**src/rtl/seg_pkg.sv**
```systemverilog
// Shared encodings for the seven-segment scan controller: FSM states,
// active-low glyph constants (bit6=G .. bit0=A) and segment bit positions.
package seg_pkg;

    typedef enum logic [1:0] {
        ST_IDLE  = 2'd0,
        ST_BLANK = 2'd1,
        ST_SHOW  = 2'd2
    } scan_state_e;

    localparam logic [6:0] SEG_OFF = 7'h7F;

    localparam int unsigned SEG_A = 0;
    localparam int unsigned SEG_B = 1;
    localparam int unsigned SEG_C = 2;
    localparam int unsigned SEG_D = 3;
    localparam int unsigned SEG_E = 4;
    localparam int unsigned SEG_F = 5;
    localparam int unsigned SEG_G = 6;

    localparam logic [6:0] GLYPH_0 = 7'h40;
    localparam logic [6:0] GLYPH_1 = 7'h79;
    localparam logic [6:0] GLYPH_2 = 7'h24;
    localparam logic [6:0] GLYPH_3 = 7'h30;
    localparam logic [6:0] GLYPH_4 = 7'h19;
    localparam logic [6:0] GLYPH_5 = 7'h12;
    localparam logic [6:0] GLYPH_6 = 7'h02;
    localparam logic [6:0] GLYPH_7 = 7'h78;
    localparam logic [6:0] GLYPH_8 = 7'h00;
    localparam logic [6:0] GLYPH_9 = 7'h10;
    localparam logic [6:0] GLYPH_A = 7'h08;
    localparam logic [6:0] GLYPH_B = 7'h03;
    localparam logic [6:0] GLYPH_C = 7'h46;
    localparam logic [6:0] GLYPH_D = 7'h21;
    localparam logic [6:0] GLYPH_E = 7'h06;
    localparam logic [6:0] GLYPH_F = 7'h0E;

endpackage

```
**src/rtl/seg_hex_decode.sv**
```systemverilog
// Combinational hex code to active-low seven-segment pattern; one instance
// is shared by all digits through the scan controller's digit mux.
module seg_hex_decode
    import seg_pkg::*;
(
    input  logic [3:0] code,
    output logic [6:0] seg
);

    // Glyph lookup for hex digits 0-F
    always_comb begin
        seg = SEG_OFF;
        case (code)
            4'h0:    seg = GLYPH_0;
            4'h1:    seg = GLYPH_1;
            4'h2:    seg = GLYPH_2;
            4'h3:    seg = GLYPH_3;
            4'h4:    seg = GLYPH_4;
            4'h5:    seg = GLYPH_5;
            4'h6:    seg = GLYPH_6;
            4'h7:    seg = GLYPH_7;
            4'h8:    seg = GLYPH_8;
            4'h9:    seg = GLYPH_9;
            4'hA:    seg = GLYPH_A;
            4'hB:    seg = GLYPH_B;
            4'hC:    seg = GLYPH_C;
            4'hD:    seg = GLYPH_D;
            4'hE:    seg = GLYPH_E;
            4'hF:    seg = GLYPH_F;
            default: seg = SEG_OFF;
        endcase
    end

endmodule

```
**src/rtl/seg_scan_ctrl.sv**
```systemverilog
// Time-multiplexed common-anode seven-segment scan controller with a
// ghosting-guard blank per slot and frame-aligned (tear-free) digit loads.
module seg_scan_ctrl
    import seg_pkg::*;
#(
    parameter int NUM_DIGITS   = 4,
    parameter int REFRESH_DIV  = 50000,
    parameter int BLANK_CYCLES = 16,
    parameter int IDX_W        = $clog2(NUM_DIGITS)
) (
    input  logic                    clk,
    input  logic                    rst_n,
    input  logic                    enable,
    input  logic                    load_valid,
    output logic                    load_ready,
    input  logic [4*NUM_DIGITS-1:0] load_data,
    input  logic [NUM_DIGITS-1:0]   blank_mask,
    output logic [NUM_DIGITS-1:0]   an_out,
    output logic [6:0]              seg_out,
    output logic [IDX_W-1:0]        digit_idx
);

    localparam int CNT_W = $clog2(REFRESH_DIV);
    localparam logic [CNT_W-1:0] CNT_ZERO  = {CNT_W{1'b0}};
    localparam logic [CNT_W-1:0] CNT_ONE   = CNT_W'(1);
    localparam logic [CNT_W-1:0] CNT_LAST  = CNT_W'(REFRESH_DIV - 1);
    localparam logic [CNT_W-1:0] CNT_BLANK = CNT_W'(BLANK_CYCLES);
    localparam logic [IDX_W-1:0] IDX_ZERO  = {IDX_W{1'b0}};
    localparam logic [IDX_W-1:0] IDX_ONE   = IDX_W'(1);
    localparam logic [IDX_W-1:0] IDX_LAST  = IDX_W'(NUM_DIGITS - 1);
    localparam logic [NUM_DIGITS-1:0] AN_OFF = {NUM_DIGITS{1'b1}};
    localparam logic [4*NUM_DIGITS-1:0] BUF_ZERO = {(4*NUM_DIGITS){1'b0}};

    scan_state_e              state_r, state_s;
    logic [CNT_W-1:0]         cnt_r, cnt_s, cnt_inc_s;
    logic [IDX_W-1:0]         idx_r, idx_s;
    logic [4*NUM_DIGITS-1:0]  active_r, active_s;
    logic [4*NUM_DIGITS-1:0]  shadow_r, shadow_s;
    logic                     pending_r, pending_s;
    logic                     frame_end_s, commit_s, accept_s;
    logic [3:0]               code_s;
    logic [6:0]               glyph_s, seg_s;
    logic [NUM_DIGITS-1:0]    an_s;
    logic [NUM_DIGITS-1:0]    an_r;
    logic [6:0]               seg_r;
    logic                     load_ready_r;

    assign an_out     = an_r;
    assign seg_out    = seg_r;
    assign digit_idx  = idx_r;
    assign load_ready = load_ready_r;

    // Scan sequencing: slot counter, digit index and blank/show phase
    always_comb begin
        state_s   = state_r;
        cnt_s     = cnt_r;
        idx_s     = idx_r;
        cnt_inc_s = cnt_r + CNT_ONE;
        case (state_r)
            ST_IDLE: begin
                cnt_s = CNT_ZERO;
                idx_s = IDX_ZERO;
                if (enable) begin
                    state_s = ST_BLANK;
                end else begin
                    state_s = ST_IDLE;
                end
            end
            ST_BLANK, ST_SHOW: begin
                if (!enable) begin
                    state_s = ST_IDLE;
                    cnt_s   = CNT_ZERO;
                    idx_s   = IDX_ZERO;
                end else if (cnt_r == CNT_LAST) begin
                    state_s = ST_BLANK;
                    cnt_s   = CNT_ZERO;
                    if (idx_r == IDX_LAST) begin
                        idx_s = IDX_ZERO;
                    end else begin
                        idx_s = idx_r + IDX_ONE;
                    end
                end else begin
                    cnt_s = cnt_inc_s;
                    if (cnt_inc_s >= CNT_BLANK) begin
                        state_s = ST_SHOW;
                    end else begin
                        state_s = ST_BLANK;
                    end
                end
            end
            default: begin
                state_s = ST_IDLE;
                cnt_s   = CNT_ZERO;
                idx_s   = IDX_ZERO;
            end
        endcase
    end

    // Load buffers: capture into shadow, promote to active only at a frame edge or while idle
    always_comb begin
        frame_end_s = (state_r != ST_IDLE) && (cnt_r == CNT_LAST) && (idx_r == IDX_LAST);
        commit_s    = pending_r && (frame_end_s || (state_r == ST_IDLE));
        accept_s    = load_valid && !pending_r;
        active_s    = active_r;
        shadow_s    = shadow_r;
        pending_s   = pending_r;
        if (commit_s) begin
            active_s  = shadow_r;
            pending_s = 1'b0;
        end else if (accept_s) begin
            shadow_s  = load_data;
            pending_s = 1'b1;
        end else begin
            pending_s = pending_r;
        end
    end

    // Digit mux feeding the single shared decoder, using next-cycle buffer and index
    always_comb begin
        code_s = active_s[{idx_s, 2'b00} +: 4];
    end

    seg_hex_decode u_dec (
        .code (code_s),
        .seg  (glyph_s)
    );

    // Next output values; segments are pre-driven during blank so the anode edge is clean
    always_comb begin
        an_s = AN_OFF;
        if ((state_s == ST_SHOW) && !blank_mask[idx_s]) begin
            an_s[idx_s] = 1'b0;
        end else begin
            an_s = AN_OFF;
        end
        if (state_s == ST_IDLE) begin
            seg_s = SEG_OFF;
        end else begin
            seg_s = glyph_s;
        end
    end

    // State, buffers and registered outputs
    always_ff @(posedge clk or negedge rst_n) begin
        if (!rst_n) begin
            state_r      <= ST_IDLE;
            cnt_r        <= CNT_ZERO;
            idx_r        <= IDX_ZERO;
            active_r     <= BUF_ZERO;
            shadow_r     <= BUF_ZERO;
            pending_r    <= 1'b0;
            an_r         <= AN_OFF;
            seg_r        <= SEG_OFF;
            load_ready_r <= 1'b1;
        end else begin
            state_r      <= state_s;
            cnt_r        <= cnt_s;
            idx_r        <= idx_s;
            active_r     <= active_s;
            shadow_r     <= shadow_s;
            pending_r    <= pending_s;
            an_r         <= an_s;
            seg_r        <= seg_s;
            load_ready_r <= !pending_s;
        end
    end

endmodule
```
**config.mk**
```make
export PLATFORM = sky130hd
export DESIGN_NAME = seg_scan_ctrl
export DESIGN_NICKNAME = d
export VERILOG_FILES = /design/src/rtl/seg_pkg.sv /design/src/rtl/seg_hex_decode.sv /design/src/rtl/seg_scan_ctrl.sv
export SDC_FILE = /design/constraint.sdc
export NUM_CORES = 1
export LEC_CHECK = 0
export CAP_MARGIN = 20
export CORE_AREA = 2 2 103 85
export DETAILED_ROUTE_END_ITERATION = 8
export DIE_AREA = 0 0 105 87
export GPL_ROUTABILITY_DRIVEN = 0
export GPL_TIMING_DRIVEN = 0
export HOLD_SLACK_MARGIN = 0.02
export PLACE_DENSITY_LB_ADDON = 0.05
export SLEW_MARGIN = 20
export SYNTH_ARGS = -nofsm -noshare
export SYNTH_HDL_FRONTEND = slang
export SYNTH_HIERARCHICAL = 1
export SYNTH_SLANG_ARGS = --single-unit
```
**constraint.sdc**
```tcl
create_clock -name clk -period 4.06 [get_ports clk]
set_input_delay 0.812 -clock clk [delete_from_list [all_inputs] [get_ports clk]]
set_output_delay 0.812 -clock clk [all_outputs]
set_load 0.01 [all_outputs]
```
Word level (Yosys, flattened, before mapping)
Memory sizes are Yosys's and may differ from the RTL's.
Cells that the tools add are included.

word-level totals
  latch bits = 0
  bits in writable memories = 0
  memories kept = 1
  ROM bits = 112
  output and inout port bits = 14
  word-level logic and storage cells = 59
  flip-flop bits (word level) = 65
  input bits = 24

cells by class
  bitwise operators = 2
  $lt $le $gt $ge = 3
  equality and inequality tests = 5
  reduce and logical (&&, ||, !) cells = 15
  add/sub/neg operators = 2
  shift operators = 1
  multipliers = 0
  divide/modulo/power cells = 0
  mux-type cells = 21

memories
  memory           depth  width  rd ports  clocked after memory_dff  write ports  line                  RTL
  (no name shown)  16     7      1         0                         0            seg_hex_decode.sv:13  case (code)

operator list
  kind                   number
  $mux 16                4
  $add 16x1->16 const B  1
  $eq 16x16->1 const B   1
  $ge 16x5->1 const B    1
  $shiftx 16x5->4        1
  $mux 2                 7
  $mux 7                 1
  $eq 2x2->1 const B     3
  $logic_and 1x1->1      6
  $mux 1                 5
  $logic_not 2->1        2
  $mux 4                 1
  $not 4->4              1
  $pmux 2 s2             1
  $logic_not 1->1        3
  $lt 2x3->1 const B     1
  $add 2x1->2 const B    1
  $bmux 1 s2             1
  $demux 1 s2            1
  $eq 2x1->1 const B     1
  $ge 2x1->1 const B     1
  $reduce_and 2->1       1
  $reduce_bool 2->1      1
  $reduce_or 2->1        1
  other kinds (2)        2

Longest topological paths before layout
  word-level depth = 11
  depth in mapped cells = 14
  mapped depth without buffers = 13

By module
The synthesis kept the hierarchy.

modules (own cells, without submodules)
  module          sequential area each (µm²)  cells an instance  area each (µm²)  instances
  seg_scan_ctrl   1,641.6                     236                2,916.5          1
  seg_hex_decode  0.0                         32                 275.3            1

Worst setup path after synthesis
No wires, ideal clock.

  path kind = register to register
  from = register cnt_r[4]
  to = register seg_r[0] (netlist: seg_out[0])
  period minus slack after synthesis = 3.564 ns
  slack = 0.496 ns
  library setup time = 0.063 ns
  data required time = 3.997 ns
  stages on the path, launching flop included = 13
  data arrival time = 3.501 ns
  path buffers = 1
  cell sequence = dfrtp_1 > or4b_1 > nor3_1 > and2_1 > buf_2 > mux2i_2 > mux4_2 > inv_1 > ha_1 > and2b_2 > or3b_1 > o21ai_0 > nand2b_1

on the way
  elaborated cells between the ends (all ways) = 19
  classes of those cells = 1 x add/sub; 1 x order compare; 1 x eq/ne; 1 x shift; 9 x mux; 5 x reduce/logical; 1 x memory

RTL lines
  item                    line                  RTL
  from (decl)             seg_scan_ctrl.sv:35   logic [CNT_W-1:0] cnt_r, cnt_s, cnt_inc_s;
  from (signal assigned)  seg_scan_ctrl.sv:157  cnt_r <= cnt_s;
  $eq 16x16->1            seg_scan_ctrl.sv:74   end else if (cnt_r == CNT_LAST) begin
  $mux 2                  seg_scan_ctrl.sv:74
  $mux 2                  seg_scan_ctrl.sv:70   if (!enable) begin
  $mux 2                  seg_scan_ctrl.sv:59   case (state_r)
  net idx_s[0]            seg_scan_ctrl.sv:36   logic [IDX_W-1:0] idx_r, idx_s;
  $shiftx 16x5->4         seg_scan_ctrl.sv:120  code_s = active_s[{idx_s, 2'b00} +: 4];
  net code_s[1]           seg_scan_ctrl.sv:41   logic [3:0] code_s;
  $mem_v2 16x7            -
  net glyph_s[0]          seg_scan_ctrl.sv:42   logic [6:0] glyph_s, seg_s;
  $mux 7                  seg_scan_ctrl.sv:136  if (state_s == ST_IDLE) begin
  net seg_s[0]            seg_scan_ctrl.sv:42
  to (signal assigned)    seg_scan_ctrl.sv:163  seg_r <= seg_s;
  to (decl)               seg_scan_ctrl.sv:45   logic [6:0] seg_r;

The timed path passes the listed nets, and every way through them passes these cells.
A chain may end at the register's enable or synchronous reset.

Final worst setup path
  from = register cnt_r[0]
  to = register seg_r[0] (netlist: seg_out[0])

on the way
  cells in the longest elaborated chain, start to end = 9
  elaborated cells between the ends (all ways) = 19
  classes of those cells = 1 x add/sub; 1 x order compare; 1 x eq/ne; 1 x shift; 9 x mux; 5 x reduce/logical; 1 x memory

ends and longest elaborated chain
  item                            line                  RTL
  $eq 16x16->1                    seg_scan_ctrl.sv:101  frame_end_s = (state_r != ST_IDLE) && (cnt_r == CNT_LAST) && (idx_r == IDX_LAST);
  $logic_and 1x1->1 (2 in a row)  seg_scan_ctrl.sv:101
  $logic_or 1x1->1                seg_scan_ctrl.sv:102  commit_s = pending_r && (frame_end_s || (state_r == ST_IDLE));
  $logic_and 1x1->1               seg_scan_ctrl.sv:102
  $mux 16                         seg_scan_ctrl.sv:107  if (commit_s) begin
  net active_s[9]                 seg_scan_ctrl.sv:37   logic [4*NUM_DIGITS-1:0] active_r, active_s;
  $shiftx 16x5->4                 seg_scan_ctrl.sv:120
  net code_s[1]                   seg_scan_ctrl.sv:41
  $mem_v2 16x7                    -
  net glyph_s[0]                  seg_scan_ctrl.sv:42
  $mux 7                          seg_scan_ctrl.sv:136
  net seg_s[0]                    seg_scan_ctrl.sv:42

The timed path passes the listed nets, and every way through them passes these cells.

==> results by group <==
STA
  – Hold Slack: around 0.33 ns
  – Slew headroom: roughly 37%
  – Final Hold Viols: 0
  – Final Setup Violations: 0
  – Worst setup margin: between 0.3 and 0.4 ns
  – RSZ-0062 raised after global routing: false
  – Layout Skew: about 0.0096 ns
  – Period minus WS final: approximately 3.7 ns
  – Max Slew Vio Count: 0
  – Period utilisation layout: between 90% and 100%
  – F_max: approximately 270 MHz
  – Worst slew pin tran: between 0.9 and 1 ns

CTS
  – CTS buffer count: 9
  – Post-CTS Hold Buffers: 0
  – Clock transition at path regs: roughly 0.07 ns
  – Root Buffer: clkbuf_8
  – CTS tree: done
  – Worst skew pair latency: approximately 0.34 ns
  – Clock buffer depth: 2
  – H-Tree Depth: 3
  – Clk sink count: between 60 and 70

Synthesis
  – Area leader, netlist: dfrtp_1
  – Post-synth top area share: approximately two fifths
  – Synth area leaders: dfrtp_1, dfstp_2, mux2_2
  – Sequential area share after synthesis: between 50% and 60%
  – Mean post-synth cell area: roughly 12 sq um
  – Yosys warns: 6
  – Synth Register Bits: 65
  – Commonest cells post-synth: dfrtp_1, nor2_1, mux2_2
  – Top_reg_cell synth: dfrtp_1
  – Post-synth EDFFs: 0
  – Count leader, synth: dfrtp_1
  – Synthesized area: approximately 0.0032 sq mm
  – Net Count, Synth: between 300 and 400
  – Synth cell types: 44
  – FFs w/ async S/R, synth: 100.0%
  – Post-Syn Instances: around 270

Die
  – Initial Util: roughly two fifths
  – Chip Width: about 110 um
  – Core Rows: 30
  – Die area: around 0.009 sq mm
  – Die Y: around 87 um
  – Ports: 38
  – Core area: 0.008183 sq mm

Run
  – Maxcap violations: 0

Global routing
  – Overall routing resource usage: between 15 and 20%
  – Vias in the first global route: 2101
  – Global-route wire length before repair: approximately 11 mm
  – Initial antenna violation count: 0
  – Total gr overflow: 0
  – Largest net degree at the start of global routing: between 50 and 60

Detailed routing
  – ANT nets after route: 0
  – Post-Route WL: roughly 6.3 mm
  – Drt via density: about 4.8
  – # DRC: 0
  – Avg WL per Cell: 14.38 um
  – Via count: between 2000 and 2500
  – 1st-pass router iterations: 4
  – DRC violation total after the first TritonRoute iteration: 95

Place
  – DP Wirelength: about 4.4 mm
  – Setup WS pre-CTS: -0.2606 ns
  – Port Buf Inserts: 37

Finish
  – Total Nets Final: about 360
  – Layout cell share with drive strength beyond 1: between 20 and 25%
  – # diodes: 0
  – Utilization after layout: roughly half
  – Area growth syn-to-layout: 23.68%
  – Fill cell count: approximately 780

Critical path
  – Critical Path AT: around 4.0 ns
  – Startpoint types: register
  – Crit Path Category: register to register
  – Max Fanout on Critical Path: 10
  – Critical path required time: about 4.3 ns
  – Crit. End Element: register
  – FF-to-FF path depth: 14

Outcome
  – Run status: finished, final reports clean

Power and ir drop
  – Tot Pwr: between 1.5 and 2 mW
  – LEAKAGE: ~1.6 nW
  – PwrDens: between 400 and 500 mW/mm^2
  – VDD IR max: ~0.19 mV

Min path
  – Hold WC Path Type: input pin to asynchronous set/reset pin
[cell usage in the layout (no fill, tap or decap), types with 7 or more instances in the layout]
| cell | synthesis | layout |
|---|---|---|
| nand3_1 | 13 | 12 |
| nor2_1 | 33 | 33 |
| dfrtp_1 | 53 | 53 |
| nor3_1 | 8 | 8 |
| xnor2_1 | 11 | 11 |
| clkdlybuf4s50_1 | 0 | 36 |
| clkbuf_8 | 0 | 9 |
| nand2b_1 | 7 | 7 |
| nand2_1 | 12 | 12 |
| inv_1 | 9 | 9 |
| ha_1 | 12 | 12 |
| dfstp_2 | 12 | 12 |
| mux2_2 | 27 | 27 |
[per-stage QoR]
step,cell area [sq um],std cells,setup TNS [ns]
2_1_floorplan,3192,268,0
3_3_place_gp,3702,417,-6.502
3_5_place_dp,3727,418,-0.6435
4_1_cts,3911,434,0
5_1_grt,3948,437,0
6_report,3948,437,0
[path summary, 6_finish.rpt]
path	startpoint	end	slack, ns
min in group clk	active_r[0]	active_r[0]	0.50
hold reg to reg	active_r[0]	active_r[0]	0.50
max in group asynchronous	rst_n	load_ready	3.14
setup reg to reg	cnt_r[0]	seg_out[0]	0.33
hold / removal	rst_n	cnt_r[7]	0.33
setup / recovery	cnt_r[0]	seg_out[0]	0.33
[registers in the layout (all words and copies together) (netlist names)]
| signal | flops |
|---|---|
| active_r | 16 |
| an_out | 4 |
| cnt_r | 16 |
| digit_idx | 2 |
| load_ready | 1 |
| pending_r | 1 |
| seg_out | 7 |
| shadow_r | 16 |
| state_r | 2 |
[timing repair]
item,4_1_cts,5_1_grt
endpoints found under the setup margin,2,4
buffers inserted,0,3
pin swaps,0,0
resized for setup,2,2
[power breakdown]
| group | switching (mW) | internal [mW] |
|---|---|---|
| Combinational | 0.238 | 0.323 |
| Clock | 0.258 | 0.220 |
| Sequential | 0.0457 | 0.799 |
[cell type report]
type	count	area, sq um	share of cell area (%)
Sequential cell	65	1642	41.58
Multi-Input combinational cell	183	1484	37.59
Timing Repair Buffer	41	417.9	10.59
Tap cell	112	140.1	3.550
Clock buffer	9	123.9	3.138
Buffer	11	58.81	1.490
Clock inverter	7	47.55	1.204
Inverter	9	33.78	0.8558
[critical path, stage by stage (launching register included)]
cell and delay [ns]:
dfrtp_1 0.43, ha_1 0.29, nand3_2 0.18, nor3_1 0.08, nand3_1 0.08, a21boi_4 0.31
buf_6 0.23, mux2_2 0.36, mux4_2 0.53, inv_1 0.18, ha_1 0.20, and2b_2 0.23
or3b_1 0.37, o21ai_0 0.07, nand2b_1 0.12
[layer usage]
layer  vias to the layer above  part of all wire (%)  track usage [%]  wire (um)
li1                       1037                     -                -          -
met1                      1022                    54            23.13       3394
met2                        50                    41            21.49       2579
met3                         6                   4.1            3.366        257
met4                         0                  0.84            5.818         53
met5                         -                     0                0          0
[logic make-up (layout without fill, tap and decap cells)]
kind of cell / Yosys count / after routing / share of synthesized area, %
adder cells (fa/ha/maj): 12 / 12 / 4.704
XOR/XNOR: 15 / 15 / 4.116
AND/OR/NAND/NOR: 97 / 97 / 15.25
multiplexers: 45 / 45 / 18.31
flip-flops: 65 / 65 / 51.43
AO/OA/AOI/OAI: 14 / 14 / 3.293
buffers and inverters: 20 / 77 / 2.901
Power figures use the tool's default switching activity.
